==> src/rtl/reg_file_mp_pkg.sv <==
// ============================================================================
// Module   : reg_file_mp_pkg
// Brief    : Shared defaults and helpers for the multi-port register file.
// Revision : 1.0 - initial release
// ============================================================================
`default_nettype none

package reg_file_mp_pkg;

    localparam int C_DEF_XLEN  = 32;
    localparam int C_DEF_NREG  = 32;
    localparam int C_ZERO_ADDR = 0;

    // The long-latency write port is always the last one.
    function automatic int ll_port(input int nwr);
        return nwr - 1;
    endfunction

endpackage

`default_nettype wire

==> src/rtl/reg_scoreboard.sv <==
// ============================================================================
// Module   : reg_scoreboard
// Brief    : Per-register busy bits for pending LL results plus WAW error flag.
// Revision : 1.0 - initial release
// ============================================================================
`default_nettype none

module reg_scoreboard
    import reg_file_mp_pkg::*;
#(
    parameter int NREG     = C_DEF_NREG,
    parameter int AW       = $clog2(NREG),
    parameter int NRD      = 2,
    parameter int NWR      = 2,
    parameter int ZERO_REG = 1
) (
    input  logic              clk_i,
    input  logic              rst_i,
    input  logic [NRD*AW-1:0] rd_addr_i,
    input  logic [NWR-1:0]    wr_en_i,
    input  logic [NWR*AW-1:0] wr_addr_i,
    input  logic              rsv_en_i,
    input  logic [AW-1:0]     rsv_addr_i,
    output logic [NRD-1:0]    rd_busy_o,
    output logic              waw_err_o
);

    localparam int C_LL = ll_port(NWR);

    logic [NREG-1:0] busy_q, busy_d;
    logic            w_ll_wr;
    logic [AW-1:0]   w_ll_addr;
    logic            w_rsv_ok;

    assign w_ll_wr   = wr_en_i[C_LL];
    assign w_ll_addr = wr_addr_i[C_LL*AW +: AW];
    assign w_rsv_ok  = rsv_en_i && !(ZERO_REG != 0 && rsv_addr_i == AW'(C_ZERO_ADDR));

    // A reservation on the same edge as the LL retire wins: a new LL op was issued.
    always_comb begin
        busy_d = busy_q;
        if (w_ll_wr)
            busy_d[w_ll_addr] = 1'b0;
        if (w_rsv_ok)
            busy_d[rsv_addr_i] = 1'b1;
    end

    always_ff @(posedge clk_i) begin
        if (rst_i)
            busy_q <= '0;
        else
            busy_q <= busy_d;
    end

    for (genvar k = 0; k < NRD; k++) begin : g_rd_busy
        logic [AW-1:0] w_a;
        assign w_a          = rd_addr_i[k*AW +: AW];
        assign rd_busy_o[k] = busy_q[w_a] & ~(w_ll_wr && (w_ll_addr == w_a));
    end

    if (NWR > 1) begin : g_waw
        logic waw_q, waw_d;

        always_comb begin
            waw_d = 1'b0;
            for (int j = 0; j < NWR - 1; j++)
                if (wr_en_i[j] && busy_q[wr_addr_i[j*AW +: AW]])
                    waw_d = 1'b1;
        end

        always_ff @(posedge clk_i) begin
            if (rst_i)
                waw_q <= 1'b0;
            else
                waw_q <= waw_d;
        end

        assign waw_err_o = waw_q;
    end else begin : g_no_waw
        assign waw_err_o = 1'b0;
    end

endmodule

`default_nettype wire

==> src/rtl/reg_file_mp.sv <==
// ============================================================================
// Module   : reg_file_mp
// Brief    : N-read / M-write register file with write bypass and LL scoreboard.
// Revision : 1.0 - initial release
// ============================================================================
`default_nettype none

module reg_file_mp
    import reg_file_mp_pkg::*;
#(
    parameter int XLEN     = C_DEF_XLEN,
    parameter int NREG     = C_DEF_NREG,
    parameter int AW       = $clog2(NREG),
    parameter int NRD      = 2,
    parameter int NWR      = 2,
    parameter int ZERO_REG = 1
) (
    input  logic                ip_clk,
    input  logic                ip_rst,
    input  logic [NRD*AW-1:0]   ip_rd_addr,
    output logic [NRD*XLEN-1:0] op_rd_data,
    output logic [NRD-1:0]      op_rd_busy,
    input  logic [NWR-1:0]      ip_wr_en,
    input  logic [NWR*AW-1:0]   ip_wr_addr,
    input  logic [NWR*XLEN-1:0] ip_wr_data,
    input  logic                ip_rsv_en,
    input  logic [AW-1:0]       ip_rsv_addr,
    output logic                op_waw_err
);

    logic [XLEN-1:0] regs_q [NREG];

    function automatic logic is_hard_zero(input logic [AW-1:0] a);
        return (ZERO_REG != 0) && (a == AW'(C_ZERO_ADDR));
    endfunction

    // Ascending port order makes the highest-numbered port win on collisions.
    always_ff @(posedge ip_clk) begin
        if (ip_rst) begin
            for (int r = 0; r < NREG; r++)
                regs_q[r] <= '0;
        end else begin
            for (int j = 0; j < NWR; j++)
                if (ip_wr_en[j] && !is_hard_zero(ip_wr_addr[j*AW +: AW]))
                    regs_q[ip_wr_addr[j*AW +: AW]] <= ip_wr_data[j*XLEN +: XLEN];
        end
    end

    for (genvar k = 0; k < NRD; k++) begin : g_rd
        logic [AW-1:0]   w_a;
        logic [XLEN-1:0] w_data;

        assign w_a = ip_rd_addr[k*AW +: AW];

        always_comb begin
            w_data = is_hard_zero(w_a) ? '0 : regs_q[w_a];
            for (int j = 0; j < NWR; j++)
                if (ip_wr_en[j] && (ip_wr_addr[j*AW +: AW] == w_a) && !is_hard_zero(w_a))
                    w_data = ip_wr_data[j*XLEN +: XLEN];
        end

        assign op_rd_data[k*XLEN +: XLEN] = w_data;
    end

    reg_scoreboard #(
        .NREG     (NREG),
        .AW       (AW),
        .NRD      (NRD),
        .NWR      (NWR),
        .ZERO_REG (ZERO_REG)
    ) u_scoreboard (
        .clk_i      (ip_clk),
        .rst_i      (ip_rst),
        .rd_addr_i  (ip_rd_addr),
        .wr_en_i    (ip_wr_en),
        .wr_addr_i  (ip_wr_addr),
        .rsv_en_i   (ip_rsv_en),
        .rsv_addr_i (ip_rsv_addr),
        .rd_busy_o  (op_rd_busy),
        .waw_err_o  (op_waw_err)
    );

endmodule

`default_nettype wire

==> config.mk <==
export PLATFORM = sky130hd
export DESIGN_NAME = reg_file_mp
export DESIGN_NICKNAME = d
export VERILOG_FILES = /design/src/rtl/reg_file_mp_pkg.sv /design/src/rtl/reg_scoreboard.sv /design/src/rtl/reg_file_mp.sv
export SDC_FILE = /design/constraint.sdc
export NUM_CORES = 2
export LEC_CHECK = 0
export CAP_MARGIN = 20
export CORE_ASPECT_RATIO = 1.2
export CORE_UTILIZATION = 35
export CTS_BUF_LIST = sky130_fd_sc_hd__clkbuf_16
export DETAILED_ROUTE_END_ITERATION = 12
export PLACE_DENSITY = 0.59
export SLEW_MARGIN = 5
export SYNTH_ARGS = -nofsm -noshare
export SYNTH_HDL_FRONTEND = slang
export SYNTH_HIERARCHICAL = 1
export SYNTH_SLANG_ARGS = --single-unit
==> constraint.sdc <==
create_clock -name ip_clk -period 4.1 [get_ports ip_clk]
set_clock_uncertainty 0.05 [all_clocks]
set_input_delay 0.41 -clock ip_clk [delete_from_list [all_inputs] [get_ports ip_clk]]
set_output_delay 0.41 -clock ip_clk [all_outputs]
set_load 0.02 [all_outputs]
# After elaboration in Yosys (flattened, before gate mapping)
# Memories as Yosys holds them, arrays and structs flattened.
# Cells that the tools add are included.
dict set report totals {
  mem_bits_rw 1024
  memories 1
  latchBits 0
  input_bits 94
  mem_bits_ro 0
  out_inout_bits 67
  regBits 33
}
# memory words width rd rd_clocked_by_memory_dff write_ports line_no
set memory_table {}
lappend memory_table {regs_q 32 32 2 0 32 reg_file_mp.sv:31} ;# logic [XLEN-1:0] regs_q [NREG];
dict set report classes {
  n_mux 33
  bitwise 7
  div_mod_pow 0
  reduce_logical 26
  n_mul 0
  n_eq_ne 4
  magnitude_cmp 7
  n_shift 0
  n_addsub 0
}
# cell count
set op_table {}
lappend op_table {{32-bit two-way mux} 10}
lappend op_table {{32-bit OR reduction} 2}
lappend op_table {{32-bit AND} 1}
lappend op_table {{32-bit NOT} 1}
lappend op_table {{32-bit OR} 1}
lappend op_table {{5-bit by 6-bit less-than comparator with 1-bit output (second input constant)} 5}
lappend op_table {{5-bit logical NOT} 5}
lappend op_table {{5-bit == test} 4}
lappend op_table {{1-bit two-way mux} 16}
lappend op_table {{1-bit binary-select mux with 5-bit select} 3}
lappend op_table {{1-bit logical AND} 14}
lappend op_table {{1-bit demux with 5-bit select} 2}
lappend op_table {{5-bit by 1-bit >= comparator with 1-bit output (second input constant)} 2}
lappend op_table {{5-bit two-way mux} 2}
lappend op_table {{1-bit logical NOT} 5}
lappend op_table {{1-bit AND} 2}
lappend op_table {{1-bit NOT} 2}

# Longest topological paths before layout
dict set report depth {
  word_depth 9
  depth_mapped 10
}

# Hierarchy
# Netlist, hierarchy kept.
# mod area_each_um2 cells_each instances seq_area_each_um2
set modules_own_cells {}
lappend modules_own_cells {reg_file_mp 59658.5 4045 1 30749.5}
lappend modules_own_cells {reg_scoreboard 2321.0 263 1 660.6}

# Least setup slack after synthesis
# OpenSTA, ideal clock, no wires.
dict set report synth_timing {
  kind {in2reg}
  startpoint {input port ip_wr_addr[4]}
  endpoint {memory regs_q[24][0] (netlist name), enable pin}
  arrival_time_ns 3.510
  n_path_buf 3
  cell_stages 6
  setup_slack_ns 0.074
  cell_sequence {buf_2 > or3_1 > buf_2 > nand3b_1 > buf_2 > o21ai_0}
}
# element line_no
set synth_rtl {}
lappend synth_rtl {{start, declared} reg_file_mp.sv:24} ;# input logic [NWR*AW-1:0] ip_wr_addr,
lappend synth_rtl {{end, declared} reg_file_mp.sv:31}

# Final worst setup path
dict set report layout_timing {
  startpoint {input port ip_rd_addr[4]}
  endpoint {output port op_rd_data[5]}
}
dict set report layout_between {
  elab_chain_len 5
  elab_cells_between_ends 12
  cone_classes {eq/ne: 2; mux: 3; reduce/logical: 6; memory: 1}
}
# element line_no
set layout_rtl {}
lappend layout_rtl {{start, declared} reg_file_mp.sv:20} ;# input logic [NRD*AW-1:0] ip_rd_addr,
lappend layout_rtl {{branches (longest 4 deep; another with memory 32 x 32 bit)} n/a}
lappend layout_rtl {{32-bit two-way mux *} reg_file_mp.sv:58} ;# if (ip_wr_en[j] && (ip_wr_addr[j*AW +: AW] == w_a) && !is_hard_zero(w_a))
lappend layout_rtl {{end, declared} reg_file_mp.sv:21} ;# output logic [NRD*XLEN-1:0] op_rd_data,
# Every way passes the cells marked *.

==> load_flow_metrics.sql <==
INSERT INTO impl_metrics (metric_group, metric, value, unit) VALUES
('worst_hold_path', 'timing.hold.worst.class', 'in -> reg', ''),
('sta', 'grt_setup_unrepaired', 'false', ''),
('finish', 'finish.net_count', '4401', ''),
('finish', 'area_growth', '14.93', '%'),
('clocking', 'cts_htree_levels', '3', ''),
('place', 'buffer_ports.inserted', '160', ''),
('synth', 'avg_inst_size_synth', '14.39', 'um^2'),
('drt', 'number_of_nets_with_antenna_violations_after_detailed_routing', '0', ''),
('finish', 'stdcell_count', '6701', ''),
('clocking', 'clk_latency', '0.78', 'ns'),
('sta', 'timing.final.max_slew_violations', '0', ''),
('synth', 'yosysWarningCount', '6', ''),
('grt', 'number_of_antenna_violations_at_the_first_check_in_global_routing', '16', ''),
('floorplanning', 'top_level_i_o_count', '161', ''),
('clocking', 'cts_buffers', '111', ''),
('synth', 'synth_flop_cell', 'edfxtp_1', ''),
('clocking', 'clk_path_buf_depth', '3', ''),
('floorplanning', 'core.rowCount', '168', ''),
('grt', 'grtUsageTotal', '29.56', '%'),
('drt', 'dr_total_vias', '47369', ''),
('synth', 'synth_area', '61980', 'um^2'),
('clocking', 'library_cell_used_as_clock_root_buffer', 'clkbuf_16', ''),
('sta', 'timing_hold_violations_final', '0', ''),
('sta', 'tightestPinTransition', '1.160', 'ns'),
('place', 'post_dp_cell_area', '67720', 'um^2'),
('clocking', 'cts.reportedPaths.clkPinSlew', '0.06', 'ns'),
('synth', 'ys_seq_elements', '1057', ''),
('synth', 'syn_inst', '4308', ''),
('clocking', 'ctsResizeCount', '0', ''),
('grt', 'first_global_vias', '46532', ''),
('grt', 'largest_net_degree_at_the_start_of_global_routing', '97', ''),
('sta', 'layout_worst_path_cycle_share', '98.55', '%'),
('power', 'peakVddDrop', '0.3692', 'mV'),
('place', 'finalWeightedCongestion', '0.9114', ''),
('sta', 'finalSetupViolations', '0', ''),
('flow_run', 'maxCapViolCount', '0', ''),
('finish', 'finish.instance_area', '71230', 'um^2'),
('synth', 'fraction_of_synthesis_flops_using_an_asynchronous_set_or_reset_pin', '0', '%'),
('critical_path', 'worst_ep_required_time', '3.64', 'ns'),
('critical_path', 'path_buf_inv', '3', ''),
('finish', 'finish.utilization', '40.63', '%'),
('drt', 'post-route-drc-count', '0', ''),
('synth', 'post_synth_num_cell_types', '60', ''),
('synth', 'post_synth_most_frequent_cells', '1,024 x edfxtp_1, 992 x a22o_1, 527 x mux4_2', ''),
('drt', 'detail_route.first_pass.iterations', '6', ''),
('floorplanning', 'floorplan.die.width', '386.2', 'um'),
('critical_path', 'worstPathArrival', '3.58', 'ns'),
('synth', 'most_repeated_cell_in_the_gate_level_netlist_after_synthesis', 'edfxtp_1', ''),
('grt', 'total_grt_overflow', '0', ''),
('finish', 'post_route_cells_drive_above_1_share', '29.82', '%'),
('drt', 'postRouteWirelength', '269.6', 'mm'),
('floorplanning', 'std_cell_core_area', '175300', 'um^2'),
('critical_path', 'crit_path_max_incr_delay', '0.60', 'ns'),
('place', 'placed_cells', '6487', ''),
('place', 'dp.final_hpwl', '168.5', 'mm'),
('sta', 'finalCriticalPeriod', '4.041', 'ns'),
('floorplanning', 'die_height', '463.0', 'um'),
('synth', 'synth_top_area_cell', 'edfxtp_1', ''),
('critical_path', 'worstPathCellList', 'clkdlybuf4s50_1 -> xor2_1 -> nor4_2 -> nand4_4 -> buf_12 -> o31a_1 -> a31oi_1 -> buf_12', ''),
('drt', 'drt_iter0_drc', '7517', ''),
('run_status', 'result_of_the_run', 'finished, final reports clean', ''),
('sta', 'max_slew_margin', '22.38', '%'),
('critical_path', 'critical_path.slowest_cell', 'clkdlybuf4s50_1', ''),
('drt', 'detail_route.vias_per_cell', '7.069', ''),
('critical_path', 'crit_fanout', '40', ''),
('sta', 'upper_clock_frequency_limit', '0.2475', 'GHz'),
('drt', 'routed_length_per_placed_instance', '40.23', 'um'),
('clocking', 'clock-sinks', '1057', ''),
('critical_path', 'timing.critical_path.max_delay_family', 'buffers and inverters', ''),
('critical_path', 'crit_type', 'in -> out', ''),
('synth', 'synth_edf_count', '1024', '');
-- registers in the layout, summed over array words and instances (netlist names) --
name	count
u_scoreboard/busy_q	32
u_scoreboard/waw_err_o	1
regs_q	1024
-- power breakdown --
group | leakage [nW] | total [mW] | switching, mW | internal [mW]
registers | 10.0 | 12.8 | 0.320 | 12.5
logic | 11.9 | 4.37 | 2.58 | 1.79
clock network | 1.80 | 10.0 | 4.60 | 5.42
-- cells in the final DEF (no fill, tap or decap), types with 17 or more instances in the layout --
master,Yosys,routed
nor2b_1,17,17
a21oi_1,31,31
a41oi_1,45,45
nor2_1,147,121
buf_12,0,75
edfxtp_1,1024,1024
mux2_2,51,51
nor2_4,0,31
conb_1,1,32
mux2i_1,91,91
clkinv_1,0,26
buf_4,52,362
o22ai_1,126,126
o21ai_0,41,34
o211ai_1,28,28
a22oi_1,17,17
o211ai_2,21,20
or3_1,74,50
a22o_1,992,992
a211oi_1,18,18
mux4_2,527,527
dfxtp_1,33,33
a31oi_1,21,21
clkbuf_16,0,113
clkdlybuf4s50_1,0,100
nand2_1,147,145
or3_2,0,24
nor3_2,9,22
clkinv_2,0,19
inv_1,2,30
-- metrics by stage --
| stage | setup WS [ns] | total power, mW |
|---|---|---|
| 6_report | 0.05936 | 27.19 |
| 5_1_grt | 0.07516 | 27.73 |
| 4_1_cts | 0.1297 | 27.11 |
| 3_5_place_dp | 0.1484 | 17.29 |
| 3_3_place_gp | 0.1037 | 17.22 |
| 2_1_floorplan | 0.07419 | 15.43 |
-- cell type report --
cell class,instances,area [um^2]
Tap cell,2295,2872
Sequential cell,1057,31410
Fill cell,15975,104100
Antenna cell,6,15.01
Clock buffer,113,2828
Inverter,2,7.507
Timing Repair Buffer,545,5331
Multi-Input combinational cell,2590,28120
Clock inverter,93,653.1
-- kinds of logic (layout without fill, tap and decap cells) --
group / Yosys count / count (layout) / synth area share (%)
AND/OR/NAND/NOR: 493 / 493 / 3.979
flip-flops: 1057 / 1057 / 50.68
multiplexers: 671 / 671 / 21.63
buffers and inverters: 692 / 753 / 5.017
other: 1 / 38 / 0.006050
AO/OA/AOI/OAI: 1364 / 1364 / 18.27
XOR/XNOR: 30 / 30 / 0.4239
-- worst register-to-register path: cells and delay by family (launching register included) --
kind            cells  cell delay (ns)
flops               1             0.36
mux                 2             0.83
simple gates        1             0.08
compound gates      1             0.22
-- timing repair --
item / in CTS / in global routing
hold buffers: 1 / 0
hold endpoints to repair: 2 / 0
endpoints found under the setup margin: 0 / 0
setup buffers: 0 / 0
-- routing by layer --
metal  wire length, um  up-vias  global-route usage [%]
met5               241        -                       0
met4             21610       24                   20.41
met3             34020     1019                   8.399
met2            122000     3930                   45.35
met1             91650    24367                   35.79
li1                  -    18029                       -
-- path summary, 6_finish.rpt --
path                      startpoint                     end  slack [ns]  cells past startpoint
min reg2reg   u_scoreboard/busy_q[5]  u_scoreboard/busy_q[5]        0.46                      2
max reg2reg  u_scoreboard/busy_q[13]  u_scoreboard/waw_err_o        2.45                      4
max                    ip_rd_addr[4]           op_rd_data[5]        0.06                      8
min                    ip_wr_data[1]            regs_q[3][1]        0.45                      2
Power figures use the tool's default switching activity.
